File: config.mk
export PLATFORM = sky130hd
export DESIGN_NAME = prescaler_prog_flat
export DESIGN_NICKNAME = d
export VERILOG_FILES = /design/src/rtl/prescaler_if.sv /design/src/rtl/prescaler_prog.sv /design/src/flat_wrapper.sv
export SDC_FILE = /design/constraint.sdc
export NUM_CORES = 1
export LEC_CHECK = 0
export CAP_MARGIN = 30
export CORE_MARGIN = 2
export CORE_UTILIZATION = 45
export CTS_BUF_LIST = sky130_fd_sc_hd__clkbuf_16
export DETAILED_ROUTE_END_ITERATION = 10
export GPL_TIMING_DRIVEN = 0
export PLACE_DENSITY = 0.67
export SETUP_SLACK_MARGIN = 0.4
export SLEW_MARGIN = 30
export SYNTH_ARGS = -nofsm -noshare
export SYNTH_HDL_FRONTEND = slang
export SYNTH_SLANG_ARGS = --single-unit
File: constraint.sdc
create_clock -name clk_i -period 4.4 [get_ports clk_i]
set_input_delay 1.32 -clock clk_i [delete_from_list [all_inputs] [get_ports clk_i]]
set_output_delay 1.32 -clock clk_i [all_outputs]
set_load 0.005 [all_outputs]
File: src/rtl/prescaler_if.sv
// ============================================================================
//  Module   : prescaler_if
//  Purpose  : Control/status bundle for the programmable CE prescaler.
//  Ports    : ce, sclr, div, load, mode, start   (driven by master)
//             ceo, busy, cnt [, tog]              (driven by prescaler)
//  Options  : PRESC_TOGGLE_EN adds the tog square-wave output.
//  Revision : 1.0  initial release
// ============================================================================
`default_nettype none

interface prescaler_if #(
  parameter int WIDTH = 16
);
  logic             ce;
  logic             sclr;
  logic [WIDTH-1:0] div;
  logic             load;
  logic             mode;
  logic             start;
  logic             ceo;
  logic             busy;
  logic [WIDTH-1:0] cnt;
`ifdef PRESC_TOGGLE_EN
  logic             tog;
`endif

  modport master (
    output ce, sclr, div, load, mode, start,
`ifdef PRESC_TOGGLE_EN
    input  tog,
`endif
    input  ceo, busy, cnt
  );

  modport slave (
    input  ce, sclr, div, load, mode, start,
`ifdef PRESC_TOGGLE_EN
    output tog,
`endif
    output ceo, busy, cnt
  );
endinterface

`default_nettype wire

File: src/rtl/prescaler_prog.sv
// ============================================================================
//  Module   : prescaler_prog
//  Purpose  : Runtime-programmable clock-enable prescaler. Emits a one-cycle
//             ceo every div_e-th ce, in continuous or one-shot mode. The
//             divide value is loaded into a shadow register and only takes
//             effect at a period boundary (terminal count, sclr, shot start).
//  Ports    : clk_i   system clock, rising edge
//             rst_ni  asynchronous active-low reset
//             bus     prescaler_if.slave (ce/sclr/div/load/mode/start in,
//                     ceo/busy/cnt[/tog] out)
//  Options  : PRESC_TOGGLE_EN adds tog, toggling on every ceo.
//  Revision : 1.0  initial release
// ============================================================================
`default_nettype none

module prescaler_prog #(
  parameter int WIDTH       = 16,
  parameter int DEFAULT_DIV = 15
) (
  input  wire          clk_i,
  input  wire          rst_ni,
  prescaler_if.slave   bus
);

  localparam logic [WIDTH-1:0] C_DEF_DIV = DEFAULT_DIV[WIDTH-1:0];

  typedef enum logic [1:0] {
    IDLE     = 2'd0,
    RUN_FREE = 2'd1,
    RUN_SHOT = 2'd2
  } state_t;

  state_t           state_q, state_d, w_state;
  logic [WIDTH-1:0] cnt_q, cnt_d;
  logic [WIDTH-1:0] div_r_q, div_r_d;
  logic [WIDTH-1:0] div_s_q;
  logic [WIDTH-1:0] w_div_e;
  logic             w_term;
  logic             w_ceo;

  // Continuous mode overrides the stored state immediately, so a fresh reset
  // with mode=0 is already counting on the first ce.
  always_comb begin
    w_state = bus.mode ? state_q : RUN_FREE;
    w_div_e = (div_r_q == '0) ? {{(WIDTH-1){1'b0}}, 1'b1} : div_r_q;
    w_term  = (w_state != IDLE) && (cnt_q == w_div_e - 1'b1);
    w_ceo   = bus.ce && w_term && !bus.sclr;
  end

  always_comb begin
    state_d = w_state;
    cnt_d   = cnt_q;
    div_r_d = div_r_q;
    if (bus.sclr) begin
      cnt_d   = '0;
      div_r_d = div_s_q;
      state_d = bus.mode ? IDLE : RUN_FREE;
    end else begin
      case (w_state)
        IDLE: begin
          cnt_d = '0;
          if (bus.start) begin
            state_d = RUN_SHOT;
            div_r_d = div_s_q;
          end
        end
        RUN_FREE, RUN_SHOT: begin
          if (bus.ce) begin
            if (w_term) begin
              cnt_d   = '0;
              div_r_d = div_s_q;
              // A free-running divider switched to one-shot stops here,
              // after delivering the pulse of the period it was in.
              state_d = (w_state == RUN_SHOT || bus.mode) ? IDLE : RUN_FREE;
            end else begin
              cnt_d = cnt_q + 1'b1;
            end
          end
        end
        default: begin
          state_d = IDLE;
          cnt_d   = '0;
        end
      endcase
    end
  end

  always_ff @(posedge clk_i or negedge rst_ni) begin
    if (!rst_ni) begin
      state_q <= IDLE;
      cnt_q   <= '0;
      div_r_q <= C_DEF_DIV;
      div_s_q <= C_DEF_DIV;
    end else begin
      state_q <= state_d;
      cnt_q   <= cnt_d;
      div_r_q <= div_r_d;
      // Shadow capture is independent of sclr and of the terminal count;
      // a same-cycle transfer above still uses the previous shadow value.
      if (bus.load) begin
        div_s_q <= bus.div;
      end
    end
  end

  assign bus.ceo  = w_ceo;
  assign bus.busy = (w_state != IDLE);
  assign bus.cnt  = cnt_q;

`ifdef PRESC_TOGGLE_EN
  logic tog_q;

  always_ff @(posedge clk_i or negedge rst_ni) begin
    if (!rst_ni) begin
      tog_q <= 1'b0;
    end else if (bus.sclr) begin
      tog_q <= 1'b0;
    end else if (w_ceo) begin
      tog_q <= ~tog_q;
    end
  end

  assign bus.tog = tog_q;
`endif

endmodule

`default_nettype wire

File: src/flat_wrapper.sv
// flat-port wrapper written by rule: the top's interface ports become plain ports
module prescaler_prog_flat 
#(
  parameter int WIDTH       = 16,
  parameter int DEFAULT_DIV = 15
)
  (clk_i, rst_ni, bus_ce, bus_sclr, bus_div, bus_load, bus_mode, bus_start, bus_ceo, bus_busy, bus_cnt);
  prescaler_if #(.WIDTH(WIDTH)) bus_i ();
  input  wire clk_i;
  input  wire rst_ni;
  input wire logic [$bits(bus_i.ce)-1:0] bus_ce;
  input wire logic [$bits(bus_i.sclr)-1:0] bus_sclr;
  input wire logic [$bits(bus_i.div)-1:0] bus_div;
  input wire logic [$bits(bus_i.load)-1:0] bus_load;
  input wire logic [$bits(bus_i.mode)-1:0] bus_mode;
  input wire logic [$bits(bus_i.start)-1:0] bus_start;
  output wire logic [$bits(bus_i.ceo)-1:0] bus_ceo;
  output wire logic [$bits(bus_i.busy)-1:0] bus_busy;
  output wire logic [$bits(bus_i.cnt)-1:0] bus_cnt;
  assign bus_i.ce = bus_ce;
  assign bus_i.sclr = bus_sclr;
  assign bus_i.div = bus_div;
  assign bus_i.load = bus_load;
  assign bus_i.mode = bus_mode;
  assign bus_i.start = bus_start;
  assign bus_ceo = bus_i.ceo;
  assign bus_busy = bus_i.busy;
  assign bus_cnt = bus_i.cnt;
  prescaler_prog #(.WIDTH(WIDTH), .DEFAULT_DIV(DEFAULT_DIV)) u_core (.clk_i(clk_i), .rst_ni(rst_ni), .bus(bus_i));
endmodule
; ---- After elaboration in Yosys (flattened, before gate mapping)
; Cells that the tools add are included.
; Widths: inputs -> output; s select.
[totals]
ff_bits = 50
in_bits = 23
output_inout_bits = 18
word_cells = 41
[classes]
addsub = 2
eq_ne = 6
n_mux = 18
reduce_logical = 11
[op_table]
columns = op, count
row1 = $mux 16, 9
row2 = $pmux 16 s2, 1
row3 = $add 16x1->16 const B, 1
row4 = $eq 16x16->1, 1
row5 = $logic_not 16->1, 1
row6 = $sub 16x1->16 const B, 1
row7 = $mux 2, 5
row8 = $ne 3x3->1 const B, 2
row9 = $pmux 2 s2, 1
row10 = $reduce_and 4->1, 1
row11 = $logic_and 1x1->1, 3
row12 = $ne 3x2->1 const B, 1
row13 = $reduce_bool 3->1, 1
row14 = $eq 2x1->1 const B, 1
row15 = $eq 2x2->1 const B, 1
row16 = $logic_not 2->1, 1
row17 = $mux 1, 2
row18 = $reduce_bool 2->1, 1
row19 = $reduce_or 2->1, 1
row20 = $logic_not 1->1, 1
row21 = $logic_or 1x1->1, 1

; ---- Depth between registers and ports, before layout
; Gate-level depths: netlist of run 1.
[depth]
ltp_word = 9
mapped_depth = 14

; ---- Worst setup path before layout of run 1
; No wires, ideal clock.
[synth_timing]
path_type = register to output
start = register u_core.div_r_q[3]
end = output port bus_ceo
t_arrival_ns = 2.789
t_required_ns = 3.080
slack_ns = 0.291
stages_incl_launch_ff = 13
path_buffers = 1
path_cell_list = dfstp_2 clkbuf_1 or2_2 nor4_1 a21oi_1 ha_1 nor4b_1 nor4b_4 xnor2_1 a21o_1 nor4_1 nand4_1 nor2_1
[synth_via]
elab_chain_len = 7
[synth_lines]
columns = item, line_no
row1 = from (decl), prescaler_prog.sv:35  ; logic [WIDTH-1:0] div_r_q, div_r_d;
row2 = from (signal assigned), prescaler_prog.sv:97  ; div_r_q <= div_r_d;
row3 = $logic_not 16->1, prescaler_prog.sv:45  ; w_div_e = (div_r_q == '0) ? {{(WIDTH-1){1'b0}}, 1'b1} : div_r_q;
row4 = $mux 16 (*), prescaler_prog.sv:45
row5 = $sub 16x1->16 (*), prescaler_prog.sv:46  ; w_term = (w_state != IDLE) && (cnt_q == w_div_e - 1'b1);
row6 = $eq 16x16->1 (*), prescaler_prog.sv:46
row7 = $logic_and 1x1->1 (*), prescaler_prog.sv:46
row8 = $logic_and 1x1->1 (*) (2 in a row), prescaler_prog.sv:47  ; w_ceo = bus.ce && w_term && !bus.sclr;
row9 = to (decl), flat_wrapper.sv:17  ; output wire logic [$bits(bus_i.ceo)-1:0] bus_ceo;
; Mark *: on every way between the ends. The rest lies on a longest branch, timed or not.

; ---- Worst setup path after layout of run 1
[layout_timing]
start = input port bus_mode
end = output port bus_ceo
[layout_via]
elab_chain_len = 5
[layout_lines]
columns = item, line_no
row1 = from (decl), flat_wrapper.sv:15  ; input wire logic [$bits(bus_i.mode)-1:0] bus_mode;
row2 = $mux 2, prescaler_prog.sv:44  ; w_state = bus.mode ? state_q : RUN_FREE;
row3 = $reduce_bool 2->1, prescaler_prog.sv:46
row4 = $logic_and 1x1->1, prescaler_prog.sv:46
row5 = $logic_and 1x1->1 (2 in a row), prescaler_prog.sv:47
; Every way passes these cells.

==> results.ini, run 1 <==
[synthesis]
ys_async_sr_fraction_pct = 100
post-synth-top-area-cell = dfrtp_1
syn-cell-area_mm2 = 0.00345
synth_nets = 429
synth_seq_area_share_pct = 36.5
synth_top_area_share_pct = 30.4
synth_cell_types = 51
ys_warn_count = 0
synth_edf_count = 0
synth_flop_cell = dfrtp_1
synth_seq_cells = 50
syn_inst = 401
syn_area_per_cell_um2 = 8.61
synthTopCellsByArea = dfrtp_1 30%, nand3_1 8.0%, dfstp_2 6.1%, mux2_2 5.2%, xnor2_1 4.8%

[clock_tree]
cts_tree = built
numClockSinks = 50
clk_pin_slew_ns = 0.07
clockRootBuffer = clkbuf_16
cts_max_path_buffers = 2
clkLatencyLatePin_ns = 0.29
h-tree-depth = 2
cts_buffers = 5

[power_and_ir_drop]
power_switching_w = 0.000520
p_clk_share_pct = 25.0
internal-power_w = 0.00101
p_per_area_mw_per_mm2 = 347
seq_power_share_pct = 38.8
max-vdd-ir-drop_mv = 0.177
fin_total_pwr_w = 0.00153
p_leak_nw = 1.73
p_comb_share_pct = 36.2
switching_share_pct = 34.0

[timing]
rsz0062_at_grt = yes
slew_violations = 0
skew_ns = 0.00719
post-route-period-util_pct = 99.5
min_period_ns = 4.38
fmax_mhz = 228
hold_viol = 0
tightest_slew_ns = 0.659
max_slew_margin_pct = 56.1
setup_viol = 0
whs_ns = 0.541

[worst_setup_path]
r2r_slack_ns = 0.85
cp.arrival_ns = 3.06
r2r_end = u_core.div_r_q[11]
worstSetupEndpointType = output pin
worst_setup_path_start_kind = primary input
max_stage_delay_ns = 0.24
path_class = primary input to output pin
critPathRequiredTime_ns = 3.08
r2r-start = u_core.div_r_q[2]
r2r_cells = 14
slowest_stage = clkdlybuf4s15_1
cp_max_fo = 5
crit_chain = clkdlybuf4s15_1 -> nand2_2 -> inv_2 -> ha_4 -> a21oi_1 -> nand2_1 -> nor3_2 -> inv_1 -> nor4_2 -> nand4_1 -> nor2_1 -> buf_2

[placement]
gp_congestion = 0.861
portBuffers = 37
dp_cells = 538
hpwlAfterDp_mm = 6.62
postPlaceCellArea_mm2 = 0.00397

[global_route]
track_usage_pct = 23.1
grt_pass1_vias = 3025
antenna_found_initial = 0
grt_first_pass_wirelength_mm = 15.7
grt-ovfl-total = 0
grt_max_degree = 35

[detailed_routing]
route.antenna.remaining_nets = 0
wl_mm = 9.68
firstDrtPassIters = 6
via_per_inst = 5.90
vias = 3349
wl_per_cell_um = 17.0
drcViolationCount = 0
first_iter_violations = 262

[run_status]
outcome = finished, final reports clean

[finish]
antennaDiodeCount = 0
layout-drive-gt1-share_pct = 18.8
fin_nets = 496
stdcell_area_mm2 = 0.00440
instances_no_fill = 568
syn2layout_area_growth_pct = 27.4

[min_path]
hold-path-endpoint = u_core.div_s_q[8]
hold_path_depth = 1
hold_path_class = flop to flop
min_from = u_core.div_s_q[8]

[floorplanning]
rows = 31
pin_count = 41
start_util_pct = 47.1
die_y_um = 91.6
die-area_mm2 = 0.00839
die-width_um = 91.6
core_mm2 = 0.00733

[run]
max_cap_viol_count = 0

[power by group through the flow]
stage	Combinational (W)	Sequential (W)	Clock, W
final	0.000553	0.000593	0.000382
after detailed placement	0.000432	0.000592	0
after global routing	0.000597	0.000601	0.000411
after CTS	0.000480	0.000587	0.000388
after floorplan	0.000326	0.000572	0
after global placement	0.000421	0.000590	0
[layout make-up]
type / count / area, um2
inverter: 10 / 37.5
fill: 650 / 2930
buffer: 38 / 235
clock buffer: 5 / 125
clock inverter: 3 / 16.3
timing repair buffer: 60 / 548
multi-input combinational: 303 / 2050
sequential: 50 / 1260
tap: 99 / 124
[how the worst max path moves through the flow]
| stage | startpoint | cells past startpoint | end | slack [ns] |
|---|---|---|---|---|
| 2_1_floorplan | u_core.div_r_q[2] | 12 | bus_ceo | 0.41 |
| 3_3_place_gp | bus_mode | 12 | bus_ceo | -0.83 |
| 3_5_place_dp | bus_mode | 12 | bus_ceo | -0.82 |
| 4_1_cts | u_core.div_r_q[10] | 13 | bus_ceo | -0.03 |
| 5_1_grt | u_core.div_r_q[9] | 13 | bus_ceo | -0.14 |
| 6_report | bus_mode | 12 | bus_ceo | 0.02 |
[routing by layer]
layer / up-vias / part of all wire [%] / track usage [%]
met4: 0 / 1.5 / 6.19
li1: 1575 / - / -
met5: - / 0 / 0
met1: 1600 / 44 / 32.9
met3: 12 / 6.5 / 2.79
met2: 162 / 48 / 37.4
[metrics by stage]
step                setup slack, ns  setup TNS (ns)  utilization, %
finish                       0.0222               0            60.0
floorplan                     0.413               0               -
CTS                         -0.0256         -0.0256            57.9
detailed placement           -0.817          -0.817            54.2
global placement             -0.832          -0.832            54.0
global route                 -0.145          -0.145            60.0
[synthesized netlist by cell type, types with 2 or more instances]
cell,n
nand2b_1,6
ha_1,5
nand3_1,55
buf_6,4
nor2_1,8
dfstp_2,8
xor2_1,17
or4b_1,2
a21oi_1,6
a21o_1,2
or4_1,3
nor4_1,7
xnor2_1,19
mux2i_1,2
a31oi_1,16
inv_1,9
o22ai_1,2
or4_4,2
and3_1,4
mux2_2,16
nand4_1,3
dfrtp_1,42
nor3_1,19
o21ai_0,5
o211ai_1,18
clkbuf_1,27
or3_1,18
nand2_1,44
nor3b_1,3
nor2b_1,4
buf_2,5
[flip-flops by register name, summed over array words and instances, names as in the netlist]
signal          cells
u_core.bus.cnt     16
u_core.div_r_q     16
u_core.div_s_q     16
u_core.state_q      2
[placed cells by master (no fill, tap or decap), types with 2 or more instances in the layout]
master,netlist,routed
nand3_1,55,55
a21o_1,2,2
nor3b_1,3,3
mux2i_1,2,2
nor2_1,8,7
o21ai_0,5,5
or4_1,3,3
nand2_1,44,42
buf_6,4,7
buf_2,5,3
xor2_1,17,17
o22ai_1,2,2
ha_1,5,3
buf_4,1,24
or4_4,2,2
or3_1,18,17
a21oi_1,6,5
a31oi_1,16,16
clkdlybuf4s50_1,0,34
nor4b_4,1,2
clkbuf_1,27,23
clkinv_1,1,2
dfstp_2,8,8
nand2_2,0,2
nand2b_1,6,6
or4b_1,2,2
nand4_1,3,3
buf_8,0,2
nor3_1,19,18
inv_1,9,8
clkbuf_16,0,5
nor4_1,7,5
and3_1,4,4
xnor2_1,19,19
dfrtp_1,42,41
mux2_2,16,16
nor2b_1,4,4
o211ai_1,18,18
[critical path: cells and delay by family]
kind                     cells  cell delay, ns
adder cells (fa/ha/maj)      1            0.17
AND/OR/NAND/NOR              6            0.95
buffers and inverters        4            0.50
AO/OA/AOI/OAI                1            0.11
[logic make-up (layout without fill, tap and decap cells)]
kind of cell / count (synthesis) / count (layout) / synth area share, %
simple gates: 185 / 185 / 28.8
compound gates: 59 / 59 / 11.6
flops: 50 / 50 / 36.5
buf+inv: 48 / 116 / 6.37
xor+xnor: 36 / 36 / 9.13
mux: 18 / 18 / 5.79
fa+ha+maj: 5 / 5 / 1.81
[what timing repair did]
| action | CTS | global route |
|---|---|---|
| gates resized for setup | 27 | 16 |
| endpoints found under the setup margin | 22 | 1 |
| setup buffers | 5 | 17 |
| hold buffers | 0 | 0 |
| pin swaps | 11 | 12 |
(Power assumes the default switching activity.)
==> run 2: changes to the inputs <==
- CTS_BUF_LIST: sky130_fd_sc_hd__clkbuf_16 -> unset
- PLACE_DENSITY: 0.67 -> 0.73
==> run 2 against run 1 <==
Against the previous run: the run now ends with negative setup slack left; flip-flop and latch count is the same; power shrank 2.7%; via count shrank 1.3%; critical path type is now flop to output pin; critical endpoint unchanged; combinational power shrank 2%; highest routed layer unchanged; critical path depth grew 1; clock power shrank 7.9%.
==> results.ini, run 2 (synthesis results as in run 1) <==
[run_status]
outcome = complete, but fails checks
violations = negative setup slack

[timing]
rsz0062_at_grt = yes
post-route-period-util_pct = 101  ; +1.8 points
tightest_slew_ns = 0.677  ; +0.0184 ns
skew_ns = 0.0140  ; +0.00680 ns
fin_ws_ns = -0.0588  ; -0.0810 ns
whs_ns = 0.551  ; +0.0102 ns
slew_violations = 0  ; unchanged
max_slew_margin_pct = 54.4  ; -1.6 points
min_period_ns = 4.46  ; +0.0810 ns
fmax_mhz = 224  ; -1.8%
setup_viol = 1  ; +1
hold_viol = 0  ; unchanged

[clock_tree]
cts_buffers = 5  ; unchanged
ctsHoldBuffers = 0  ; unchanged
numClockSinks = 50  ; unchanged
clk_pin_slew_ns = 0.11  ; +0.04 ns
cts_tree = built
clockRootBuffer = clkbuf_8
cts_max_path_buffers = 2  ; unchanged
h-tree-depth = 2  ; unchanged
clkLatencyLatePin_ns = 0.32  ; +0.03 ns

[worst_setup_path]
worst_setup_path_start_kind = flop
slowest_stage = or4_4
max_stage_delay_ns = 0.60  ; +0.36 ns
worstSetupEndpointType = output pin
cp.arrival_ns = 3.14  ; +0.08 ns
r2r_slack_ns = 0.87  ; +0.02 ns
crit_chain = or4_4 -> nor2_4 -> a21oi_4 -> ha_4 -> nor4b_4 -> buf_4 -> nand3_2 -> xnor2_2 -> o21bai_1 -> nor4_2 -> nand4_1 -> nor2_1 -> buf_2
cp_max_fo = 6  ; +1
critPathRequiredTime_ns = 3.08  ; about the same
path_class = flop to output pin

[finish]
stdcell_area_mm2 = 0.00435  ; -1.1%
syn2layout_area_growth_pct = 26.0
final_common_cell = nand3_1
layout-drive-gt1-share_pct = 17.7  ; -1.1 points
antennaDiodeCount = 0  ; unchanged
final_cell_mix = 54 x nand3_1, 44 x nand2_1, 42 x dfrtp_1
fin_nets = 490  ; -1.2%

[power_and_ir_drop]
switching_share_pct = 35.3  ; +1.3 points
p_comb_share_pct = 36.4  ; +0.2 points
seq_power_share_pct = 39.9  ; +1.1 points
p_leak_nw = 1.70  ; -1.4%
max-vdd-ir-drop_mv = 0.193  ; +9.1%
p_per_area_mw_per_mm2 = 342  ; -1.6%
internal-power_w = 0.000962  ; -4.6%
p_clk_share_pct = 23.7  ; -1.3 points
power_switching_w = 0.000525  ; +0.93%
fin_total_pwr_w = 0.00149  ; -2.7%

[global_route]
grt-ovfl-total = 0  ; unchanged
grt_pass1_vias = 3158  ; +4.4%
antenna_found_initial = 0  ; unchanged
grt_max_degree = 50  ; +43%
met3_usage_pct = 3.29  ; +0.49 points
grt_first_pass_wirelength_mm = 15.6  ; -0.79%
grt.busiest_layer = met2
track_usage_pct = 22.9  ; -0.25 points
gr-usage-met2_pct = 38.4  ; +1.0 points
grt_use_met1_pct = 31.3  ; -1.6 points

[min_path]
hold_path_class = flop to flop

[floorplanning]
pin_count = 41  ; unchanged
die_y_um = 91.6  ; unchanged
rows = 31  ; unchanged
die-width_um = 91.6  ; unchanged
die-area_mm2 = 0.00839  ; unchanged
core_mm2 = 0.00733  ; unchanged
start_util_pct = 47.1  ; unchanged

[detailed_routing]
wl_mm = 9.43  ; -2.6%
drcViolationCount = 0  ; unchanged
first_iter_violations = 238  ; -9.2%
route.antenna.remaining_nets = 0  ; unchanged
vias = 3305  ; -1.3%
firstDrtPassIters = 5  ; -1
wl_per_cell_um = 16.8  ; -1.6%
via_per_inst = 5.88  ; -0.26%

[placement]
portBuffers = 37  ; unchanged
gp_congestion = 0.949  ; +10%
postPlaceCellArea_mm2 = 0.00398  ; +0.19%
hpwlAfterDp_mm = 6.55  ; -1.1%

[run]
max_cap_viol_count = 0  ; unchanged

==> run 2: cell count changes in the layout (fill, tap and decap cells not counted), sizes merged <==
| cell | delta |
|---|---|
| clkinvlp | -1 |
| buf | -7 |
| bufinv | +1 |
| clkbuf | +1 |
| clkdlybuf4s15 | -1 |
| dlygate4sd2 | +1 |
| clkinv | -2 |
| inv | +2 |
==> run 2: worst paths after layout <==
check,from,to,cells past startpoint
worst max register to register,u_core.div_r_q[8],u_core.state_q[1],14
min in group asynchronous,rst_ni,u_core.bus.cnt[0],1
worst min-delay path,u_core.div_s_q[9],u_core.div_s_q[9],1
worst max-delay path,u_core.div_r_q[8],bus_ceo,13
max in group asynchronous,rst_ni,u_core.div_s_q[0],2
worst min register to register,u_core.div_s_q[9],u_core.div_s_q[9],1
==> run 2: repair_timing <==
action	4_1_cts	5_1_grt
setup endpoints to repair	22	1
pin swaps	12	8
setup buffers	7	9
resized for setup	28	10
==> run 2: metal layers <==
layer / vias up / wire length [um]
met1: 1590 / 4120
met4: 0 / 174
met2: 143 / 4570
met3: 13 / 573
met5: - / 0
li1: 1559 / -
==> run 2: area by class of cell <==
type / instances / area (um2)
fill: 645 / 2980
multi-input combinational: 303 / 2080
sequential: 50 / 1260
timing repair buffer: 54 / 509
buffer: 38 / 225
tap: 99 / 124
clock buffer: 5 / 68.8
clock inverter: 3 / 47.5
inverter: 10 / 37.5
==> run 2: critical path: cells and delay by family, from the launching register on <==
kind                     cells  cell delay [ns]
AND/OR/NAND/NOR              7             1.57
XOR/XNOR                     1             0.08
adder cells (fa/ha/maj)      1             0.18
flip-flops                   1             0.49
buffers and inverters        2             0.26
AO/OA/AOI/OAI                2             0.25
==> run 2: per-stage QoR <==
stage | setup TNS, ns | worst slack (ns) | util (%) | instances
after floorplan | 0 | 0.413 | - | 401
after global placement | -0.831 | -0.831 | 54.0 | 537
after detailed placement | -0.832 | -0.832 | 54.3 | 538
after CTS | -0.0289 | -0.0289 | 58.0 | 553
after global routing | -0.158 | -0.158 | 59.4 | 562
final | -0.0588 | -0.0588 | 59.4 | 562
==> run 2: power groups by stage <==
stage / Combinational (W) / Clock, W / Sequential, W
finish: 0.000542 / 0.000352 / 0.000593
CTS: 0.000484 / 0.000353 / 0.000589
detailed placement: 0.000431 / 0 / 0.000593
global placement: 0.000420 / 0 / 0.000590
global route: 0.000591 / 0.000373 / 0.000601
floorplan: 0.000326 / 0 / 0.000572
